===== src/rtl/noise_acq_gate_if.sv =====
// Sequencer-side bus of the noise acquisition gate: shadow-register loads, run control,
// acquisition gate and run status.
interface noise_acq_gate_if #(
    parameter int unsigned CNT_W = 16,
    parameter int unsigned REP_W = 8
);
    logic             load;
    logic [CNT_W-1:0] acqnum;
    logic [CNT_W-1:0] dlynum;
    logic [REP_W-1:0] repnum;
    logic             start;
    logic             abort;
    logic             en;
    logic             busy;
    logic             done;
    logic [REP_W-1:0] seg_idx;

    modport master (
        output load, acqnum, dlynum, repnum, start, abort,
        input  en, busy, done, seg_idx
    );

    modport slave (
        input  load, acqnum, dlynum, repnum, start, abort,
        output en, busy, done, seg_idx
    );
endinterface


===== src/rtl/noise_acq_gate.sv =====
// Noise-acquisition window controller: gates the ADC capture for acqnum samples after dlynum
// samples, repnum times. Define NOISE_ACQ_SYNC_EN to pass clkin through a 2-FF synchronizer.
module noise_acq_gate #(
    parameter int unsigned CNT_W = 16,
    parameter int unsigned REP_W = 8
) (
    input  logic              clk_sys,
    input  logic              rst_n,
    input  logic              clkin,
    noise_acq_gate_if.slave   bus
);
    typedef enum logic [1:0] {StIdle, StDelay, StAcq, StFinish} state_e;

    localparam logic [CNT_W-1:0] CntOne = 1;
    localparam logic [REP_W-1:0] RepOne = 1;

    state_e           state_q;
    logic [CNT_W-1:0] acq_sh_q, dly_sh_q, run_acq_q, run_dly_q, cnt_q;
    logic [REP_W-1:0] rep_sh_q, run_rep_q, seg_q;
    logic             en_q, busy_q, done_q;
    logic             clkin_c, clkin_prev_q, tick_q;
    logic [CNT_W-1:0] cnt_inc;
    logic [REP_W-1:0] seg_inc;
    logic             acq_end;

`ifdef NOISE_ACQ_SYNC_EN
    logic sync1_q, sync2_q;

    always_ff @(posedge clk_sys or negedge rst_n) begin
        if (!rst_n) begin
            sync1_q <= 1'b0;
            sync2_q <= 1'b0;
        end else begin
            sync1_q <= clkin;
            sync2_q <= sync1_q;
        end
    end

    assign clkin_c = sync2_q;
`else
    assign clkin_c = clkin;
`endif

    // Registered rising-edge strobe of the conditioned sample clock.
    always_ff @(posedge clk_sys or negedge rst_n) begin
        if (!rst_n) begin
            clkin_prev_q <= 1'b0;
            tick_q       <= 1'b0;
        end else begin
            clkin_prev_q <= clkin_c;
            tick_q       <= clkin_c & ~clkin_prev_q;
        end
    end

    assign cnt_inc = cnt_q + CntOne;
    assign seg_inc = seg_q + RepOne;
    // A zero-length window still occupies one ACQ cycle so the segment is counted.
    assign acq_end = (run_acq_q == '0) || (tick_q && (cnt_inc == run_acq_q));

    always_ff @(posedge clk_sys or negedge rst_n) begin
        if (!rst_n) begin
            state_q   <= StIdle;
            acq_sh_q  <= '0;
            dly_sh_q  <= '0;
            rep_sh_q  <= '0;
            run_acq_q <= '0;
            run_dly_q <= '0;
            run_rep_q <= '0;
            cnt_q     <= '0;
            seg_q     <= '0;
            en_q      <= 1'b0;
            busy_q    <= 1'b0;
            done_q    <= 1'b0;
        end else begin
            done_q <= 1'b0;
            if (!busy_q && bus.load) begin
                acq_sh_q <= bus.acqnum;
                dly_sh_q <= bus.dlynum;
                rep_sh_q <= bus.repnum;
            end
            if ((state_q != StIdle) && bus.abort) begin
                state_q <= StIdle;
                en_q    <= 1'b0;
                busy_q  <= 1'b0;
            end else begin
                unique case (state_q)
                    StIdle: begin
                        if (bus.start) begin
                            // Run copies let a coincident load target the next run only.
                            run_acq_q <= acq_sh_q;
                            run_dly_q <= dly_sh_q;
                            run_rep_q <= (rep_sh_q == '0) ? RepOne : rep_sh_q;
                            cnt_q     <= '0;
                            seg_q     <= '0;
                            busy_q    <= 1'b1;
                            if (dly_sh_q == '0) begin
                                state_q <= StAcq;
                                en_q    <= (acq_sh_q != '0);
                            end else begin
                                state_q <= StDelay;
                            end
                        end
                    end
                    StDelay: begin
                        if (tick_q) begin
                            if (cnt_inc == run_dly_q) begin
                                cnt_q   <= '0;
                                state_q <= StAcq;
                                en_q    <= (run_acq_q != '0);
                            end else begin
                                cnt_q <= cnt_inc;
                            end
                        end
                    end
                    StAcq: begin
                        // Re-arming here yields the one-cycle gap between back-to-back segments.
                        en_q <= (run_acq_q != '0);
                        if (acq_end) begin
                            en_q  <= 1'b0;
                            cnt_q <= '0;
                            if (seg_inc != run_rep_q) begin
                                seg_q   <= seg_inc;
                                state_q <= (run_dly_q == '0) ? StAcq : StDelay;
                            end else begin
                                state_q <= StFinish;
                                done_q  <= 1'b1;
                            end
                        end else if (tick_q) begin
                            cnt_q <= cnt_inc;
                        end
                    end
                    StFinish: begin
                        state_q <= StIdle;
                        busy_q  <= 1'b0;
                    end
                    default: state_q <= StIdle;
                endcase
            end
        end
    end

    assign bus.en      = en_q;
    assign bus.busy    = busy_q;
    assign bus.done    = done_q;
    assign bus.seg_idx = seg_q;
endmodule


===== src/flat_wrapper.sv =====
// flat-port wrapper written by rule: the top's interface ports become plain ports
module noise_acq_gate_flat 
#(
    parameter int unsigned CNT_W = 16,
    parameter int unsigned REP_W = 8
)
  (clk_sys, rst_n, clkin, bus_load, bus_acqnum, bus_dlynum, bus_repnum, bus_start, bus_abort, bus_en, bus_busy, bus_done, bus_seg_idx);
  noise_acq_gate_if #(.CNT_W(CNT_W), .REP_W(REP_W)) bus_i ();
  input  logic clk_sys;
  input  logic rst_n;
  input  logic clkin;
  input wire logic [$bits(bus_i.load)-1:0] bus_load;
  input wire logic [$bits(bus_i.acqnum)-1:0] bus_acqnum;
  input wire logic [$bits(bus_i.dlynum)-1:0] bus_dlynum;
  input wire logic [$bits(bus_i.repnum)-1:0] bus_repnum;
  input wire logic [$bits(bus_i.start)-1:0] bus_start;
  input wire logic [$bits(bus_i.abort)-1:0] bus_abort;
  output wire logic [$bits(bus_i.en)-1:0] bus_en;
  output wire logic [$bits(bus_i.busy)-1:0] bus_busy;
  output wire logic [$bits(bus_i.done)-1:0] bus_done;
  output wire logic [$bits(bus_i.seg_idx)-1:0] bus_seg_idx;
  assign bus_i.load = bus_load;
  assign bus_i.acqnum = bus_acqnum;
  assign bus_i.dlynum = bus_dlynum;
  assign bus_i.repnum = bus_repnum;
  assign bus_i.start = bus_start;
  assign bus_i.abort = bus_abort;
  assign bus_en = bus_i.en;
  assign bus_busy = bus_i.busy;
  assign bus_done = bus_i.done;
  assign bus_seg_idx = bus_i.seg_idx;
  noise_acq_gate #(.CNT_W(CNT_W), .REP_W(REP_W)) u_core (.clk_sys(clk_sys), .rst_n(rst_n), .clkin(clkin), .bus(bus_i));
endmodule

===== config.mk =====
export PLATFORM = sky130hd
export DESIGN_NAME = noise_acq_gate_flat
export DESIGN_NICKNAME = d
export VERILOG_FILES = /design/src/rtl/noise_acq_gate_if.sv /design/src/rtl/noise_acq_gate.sv /design/src/flat_wrapper.sv
export SDC_FILE = /design/constraint.sdc
export NUM_CORES = 1
export LEC_CHECK = 0
export CAP_MARGIN = 0
export CORE_MARGIN = 4
export CORE_UTILIZATION = 40
export DETAILED_ROUTE_END_ITERATION = 10
export SLEW_MARGIN = 20
export SYNTH_ARGS = -nofsm -noshare
export SYNTH_HDL_FRONTEND = slang
export SYNTH_SLANG_ARGS = --single-unit

===== constraint.sdc =====
create_clock -name clk_sys -period 8.9 [get_ports clk_sys]
set_clock_uncertainty 0.2 [all_clocks]
set_input_delay 1.78 -clock clk_sys [delete_from_list [all_inputs] [get_ports clk_sys]]
set_output_delay 1.78 -clock clk_sys [all_outputs]
set_load 0.01 [all_outputs]

==> results of run 1 <==
## path summary, 6_finish.rpt
check,slack [ns],cells past startpoint,startpoint,end
setup / recovery,4.83,5,bus_start,u_core.bus.seg_idx[1]
min in group asynchronous,1.14,1,rst_n,u_core.bus.en
max in group asynchronous,6.31,2,rst_n,u_core.acq_sh_q[8]
hold reg to reg,0.21,1,u_core.clkin_prev_q,u_core.tick_q
hold / removal,0.21,1,u_core.clkin_prev_q,u_core.tick_q
setup reg to reg,4.93,9,u_core.cnt_q[0],u_core.cnt_q[14]
## Yosys cell counts, types with 4 or more instances
cell type  number
dfrtp_1       111
nor2b_1         6
mux2_2         79
o21ai_0        10
nor2_1         22
and3_1         14
buf_6           5
o211ai_1       15
nand2_1        47
clkbuf_1       15
buf_2          11
a41oi_1         7
nand4_1         9
inv_1          10
a21oi_1        18
o2111ai_1       7
ha_1            6
and2_1          7
xnor2_1        38
nor4_1         19
nand3_1        13
nand2b_1        4
nor3_1          4
a221o_1         4
xor2_1         14
## placed cells by master, fill, tap and decap left out, types with 3 or more instances in the layout
cell and count:
and3_1 14, nor3_1 4, and4_1 3, nor2b_1 5, nor2_1 22, a21oi_1 18, o2111ai_1 7, nand3_1 13
nand2b_1 4, clkdlybuf4s50_1 55, o311ai_1 3, xor2_1 14, o21ai_0 10, nand2_1 46, o31ai_1 3, a211oi_1 3
o211ai_1 15, nor4_1 19, xnor2_1 38, a41oi_1 7, and2_1 7, clkbuf_16 9, ha_1 6, mux2i_1 3
dfrtp_1 111, mux2_2 79, nand4_1 9, a221o_1 4, inv_1 10, a311oi_1 3
## routing by layer
layer  vias to the layer above  global-route usage [%]
met4                         2                   5.309
met2                       159                   25.80
met5                         -                       0
li1                       2119                       -
met1                      2193                   25.14
met3                        29                   4.580
## through the flow
step	hold slack [ns]	instance area [µm²]	utilization, %	total power [W]	std cells
6_report	0.2063	7094	46.84	0.002264	785
3_3_place_gp	0.1882	6777	44.74	0.001835	768
4_1_cts	0.2091	7071	46.68	0.002269	784
2_1_floorplan	0.1777	6146	-	0.001629	557
5_1_grt	0.2420	7094	46.84	0.002419	785
3_5_place_dp	0.1972	6777	44.74	0.001866	768
## flip-flops by register name (all words and copies together), names as in the netlist, 2 cells and up
register            count
u_core.acq_sh_q        16
u_core.cnt_q           16
u_core.dly_sh_q        16
u_core.run_acq_q       16
u_core.run_dly_q       16
u_core.bus.seg_idx      8
u_core.rep_sh_q         8
u_core.run_rep_q        8
u_core.state_q          2
## power groups by stage
stage	Clock, W	Sequential (W)	Combinational (W)
5_1_grt	0.000428	0.00103	0.000961
3_5_place_dp	0	0.00100	0.000866
6_report	0.000400	0.000995	0.000869
3_3_place_gp	0	0.000992	0.000842
4_1_cts	0.000409	0.000992	0.000868
2_1_floorplan	0	0.000858	0.000771
## final cells by class
class / instances / area (µm²) / share of cell area [%]
timing repair buffer: 59 / 596.8 / 8.413
multi-input combinational: 401 / 3153 / 44.44
sequential: 111 / 2778 / 39.15
clock inverter: 5 / 51.30 / 0.7231
clock buffer: 11 / 242.7 / 3.422
inverter: 10 / 37.54 / 0.5291
tap: 188 / 235.2 / 3.316
## cell families after synthesis
group                      Yosys count  synth area share, %
and+or+nand+nor                    159                13.84
DFF                                111                45.20
AOI/OAI and AO/OA                   99                12.79
muxes                               83                15.15
xor gates and xnor gates            54                8.143
buffers and inverters               45                3.664
adders and majority gates            6                1.221
==> out/qor.txt, run 1 <==
# resized after CTS = 0
share of cells above drive strength 1 = 19.43%
internal power = 0.001379 W
routed vias = 4,502
Antenna diodes = 0
max layer used = met5
DRT met1 WL = 7067 µm
Fin Setup TNS = 0 ns
Synth Cell Area = 0.006146 mm²
met2 wire length = 6463 µm
CP max stage delay = 0.79 ns
Worst Path Required = 8.94 ns
startpoint types = primary input
post-synth cell types = 62
Place WS = 4.442 ns
core area = 0.01515 mm²
unrepaired setup endpoints after global routing = no
violation count after the first detailed-routing iteration = 367
Reg clk slew, reported paths = 0.07 ns
register share of total power = 44.0%
crit path DAT = 4.11 ns
setup bufs post-CTS = 0
vias in the first global route = 4,652
Clk pwr share = 17.7%
HPWL after detailed placement = 10,900 µm
worst-case clock buffer depth = 2
LEAKAGE = 2.736 nW
EDFF count, synth = 0
Hold Crit Class = flop to flop
post-DR wirelength/cell = 18.80 µm
Critical-path top delay cell = nand2_2
Cell Rows = 45
Post-synth ARST share = 100.0%
CP cell instances = clkdlybuf4s50_1 > nand2_2 > nand2_1 > and3_1 > a221o_1
met3 wire length = 961 µm
Worst Path Class, Setup = primary input to flop
Ports = 57
Initial DRT Pass Iterations = 5
Synth Flop Type = dfrtp_1
DIE AREA = 0.01741 mm²
# setup viols final = 0
Area Overhead vs Synth = 15.43%
H-tree depth = 3
Final ANT Viol Nets = 0
Largest delay share family, worst path = simple AND/OR/NAND/NOR gates
Final Max Slew Viols = 0
cell taking the most area after synthesis = dfrtp_1
number of max-cap violations = 0
Setup WS post-layout = 4.832 ns
Final nets = 644
clk root buf = clkbuf_16
Syn Area/Cell = 11.03 µm²
Psw = 0.0008847 W
Buf/Inv on CP = 1
final hold violation count = 0
top post-synthesis cells by area = dfrtp_1 (45%), mux2_2 (14%), xnor2_1 (5.4%)
Syn Inst Count = 557
sw frac = 39.08%
synthesized flop and latch total = 111
global route total overflow = 0
final WL = 14,760 µm
top cell type's share of synthesized area = 45.20%
post-synthesis sequential area ratio = 45.20%
initial antenna violation count = 1
fmax = 245.8 MHz
Net Count, Synth = 609
combinational power share = 38.4%
Critical Path End Type = flop
Worst IR Drop VDD = 0.0001455 V
clock sink total = 111
TritonCTS Buffers = 9
DIE HEIGHT = 132.0 µm
first-pass GRT wire length = 24,760 µm
Die W = 132.0 µm
Slew HR = 29.29%
largest net degree at the start of global routing = 84
DRC errors left = 0
clock latency on the worst-skew pair = 0.36 ns
Final period util = 45.71%
pwr dens = 319.1 mW/mm²
fillers = 1,396
starting density of the core = 40.58%
synth warn = 0
status = complete, no violations
GPL Wtd Cong = 0.9580
CTS Hold Bufs = 0
port bufs = 56
vias per std cell = 5.735
fin crit period = 4.068 ns
total track usage = 17.45%
Crit Path Max Fanout = 47
CTS tree = built
actual slew at the worst max-slew pin = 1.057 ns
No activity file was read; power rests on OpenSTA's default activity.
==> run 2: changes to the inputs <==
Clock period 8.9 ns to 3.93 ns, I/O delays scaled along.
==> run 2 against run 1 <==
Hold slack better by 0.0038 ns. Cell count grew 1.1%. Global-route usage rose by 0.45 points. Count of clock-buffer cells in the layout shrank 2. Routed wire length up 2.9%. Critical path depth up 5. Total power up 130%. Die area is the same. Combinational power rose by 140%. Clock power grew 130%. Register-to-register slack worse by 4.6 ns. Sequential cell count is the same. Largest power group unchanged. Highest routed layer is now met4.
==> out/qor.txt, run 2 (same netlist as run 1, synthesis figures left out) <==
Final ANT Viol Nets = 0 (unchanged)
Worst Path Required = 3.95 ns (-4.99 ns)
Worst Path Class, Setup = flop to flop
grt met3 use = 3.855% (-0.73 points)
Area Overhead vs Synth = 16.57%
port bufs = 56 (unchanged)
Worst IR Drop VDD = 0.0002786 V (+92%)
DRC errors left = 0 (unchanged)
clock sink total = 111 (unchanged)
# setup viols final = 0 (unchanged)
M2 GR Usage = 26.57% (+0.77 points)
TritonCTS Buffers = 9 (unchanged)
total track usage = 17.90% (+0.45 points)
Final nets = 653 (+1.4%)
violation count after the first detailed-routing iteration = 431 (+17%)
CP cell instances = ha_1 > and3_1 > nand3_1 > a311oi_1 > o2111ai_1 > nor4_2 > a21boi_2 > o21ai_4 > buf_12 > o221ai_1
Hold Crit Class = flop to flop
Antenna diodes = 0 (unchanged)
vias in the first global route = 4,584 (-1.5%)
Slew HR = 34.99% (+5.7 points)
LEAKAGE = 2.783 nW (+1.7%)
CTS tree = built
Final Max Slew Viols = 0 (unchanged)
Initial DRT Pass Iterations = 4 (-1)
GPL Wtd Cong = 0.9562 (-0.19%)
Final period util = 91.04%
crit path DAT = 3.60 ns (-0.51 ns)
HPWL after detailed placement = 11,400 µm (+4.6%)
clock latency on the worst-skew pair = 0.36 ns (about the same)
share of cells above drive strength 1 = 20.79% (+1.4 points)
# resized after CTS = 0 (unchanged)
fin crit period = 3.578 ns
fmax = 279.5 MHz
DIE AREA = 0.01741 mm² (unchanged)
DIE HEIGHT = 132.0 µm (unchanged)
startpoint types = flop
vias per std cell = 5.710 (-0.43%)
Critical-path top delay cell = dfrtp_1
worst-case clock buffer depth = 2 (unchanged)
busiest grt layer = met2
Critical Path End Type = flop
Cell Rows = 45 (unchanged)
H-tree depth = 3 (unchanged)
Largest delay share family, worst path = compound AO/OA/AOI/OAI gates
actual slew at the worst max-slew pin = 0.9625 ns (-0.09447 ns)
Reg clk slew, reported paths = 0.08 ns (about the same)
number of max-cap violations = 0 (unchanged)
final WL = 15,190 µm (+2.9%)
placed insts = 777 (+1.2%)
post-DR wirelength/cell = 19.14 µm (+1.8%)
first-pass GRT wire length = 25,170 µm (+1.6%)
Ports = 57 (unchanged)
starting density of the core = 40.58% (unchanged)
global route total overflow = 0 (unchanged)
Fin Setup TNS = 0 ns (unchanged)
routed vias = 4,534 (+0.71%)
Buf/Inv on CP = 1 (unchanged)
largest net degree at the start of global routing = 72 (-14%)
Die W = 132.0 µm (unchanged)
status = complete, no violations
clk root buf = clkbuf_16
CP max stage delay = 0.52 ns (-0.27 ns)
final hold violation count = 0 (unchanged)
GR Util met1 = 25.84% (+0.70 points)
Crit Path Max Fanout = 14 (-70%)
initial antenna violation count = 0 (-1)
Finished Layout Cells = 794 (+1.1%)
unrepaired setup endpoints after global routing = no
leading cell type in the layout, fill and taps excluded = dfrtp_1
core area = 0.01515 mm² (unchanged)
most frequent cells in the layout = dfrtp_1 (111), mux2_2 (79), clkdlybuf4s50_1 (55)
pwr dens = 730.2 mW/mm² (+130%)
## run 2: cell count changes in the layout (fill, tap and decap cells not counted)
cell,change
buf_6,-1
clkinvlp_4,+1
inv_6,-2
buf_4,+10
inv_8,+3
clkbuf_1,-1
clkbuf_8,-1
## run 2: worst reg2reg max path: stages, from the launching register on
cell and delay, ns:
dfrtp_1 0.52, ha_1 0.36, and3_1 0.44, nand3_1 0.26
a311oi_1 0.33, o2111ai_1 0.17, nor4_2 0.41, a21boi_2 0.26
o21ai_4 0.23, buf_12 0.16, o221ai_1 0.11
## run 2: area by class of cell
type                            instances  area (µm²)
Clock buffer                            9       225.2
Inverter                               10       37.54
Clock inverter                          7       75.07
Sequential cell                       111        2778
Fill cell                            1386        7981
Timing Repair Buffer                   68       660.6
Tap cell                              188       235.2
Multi-Input combinational cell        401        3153
## run 2: path summary, 6_finish.rpt
path,endpoint,cells after the start,start,slack [ns]
max,u_core.cnt_q[10],10,u_core.cnt_q[0],0.35
min,u_core.tick_q,1,u_core.clkin_prev_q,0.21
max reg2reg,u_core.cnt_q[10],10,u_core.cnt_q[0],0.35
min reg2reg,u_core.tick_q,1,u_core.clkin_prev_q,0.21
max in group asynchronous,u_core.run_dly_q[9],2,rst_n,2.39
min in group asynchronous,u_core.bus.seg_idx[5],1,rst_n,0.32
## run 2: per-stage QoR
step	total power, W	hold WS, ns	util (%)	area, µm²	worst slack [ns]
global placement	0.004241	0.1888	45.19	6844	0.4662
global route	0.005574	0.2380	47.30	7164	0.1015
detailed placement	0.004297	0.2043	45.19	6844	0.3414
floorplan	0.003688	0.1777	-	6146	1.018
CTS	0.005238	0.2204	47.17	7144	0.3437
finish	0.005232	0.2101	47.30	7164	0.3523
## run 2: per-layer routing
metal  wire [µm]  vias up
met2        6866      114
li1            -     2153
met4         294        0
met3         895       20
met1        7138     2247
met5           0        -
## run 2: power by group
part | internal, W | switching, W
Sequential | 0.00163 | 0.000620
Clock | 0.000452 | 0.000473
Combinational | 0.00108 | 0.000977
Total | 0.00316 | 0.00207
## run 2: what timing repair did
item	4_1_cts	5_1_grt
setup endpoints to repair	0	1
setup buffers	0	1
hold buffers	0	0
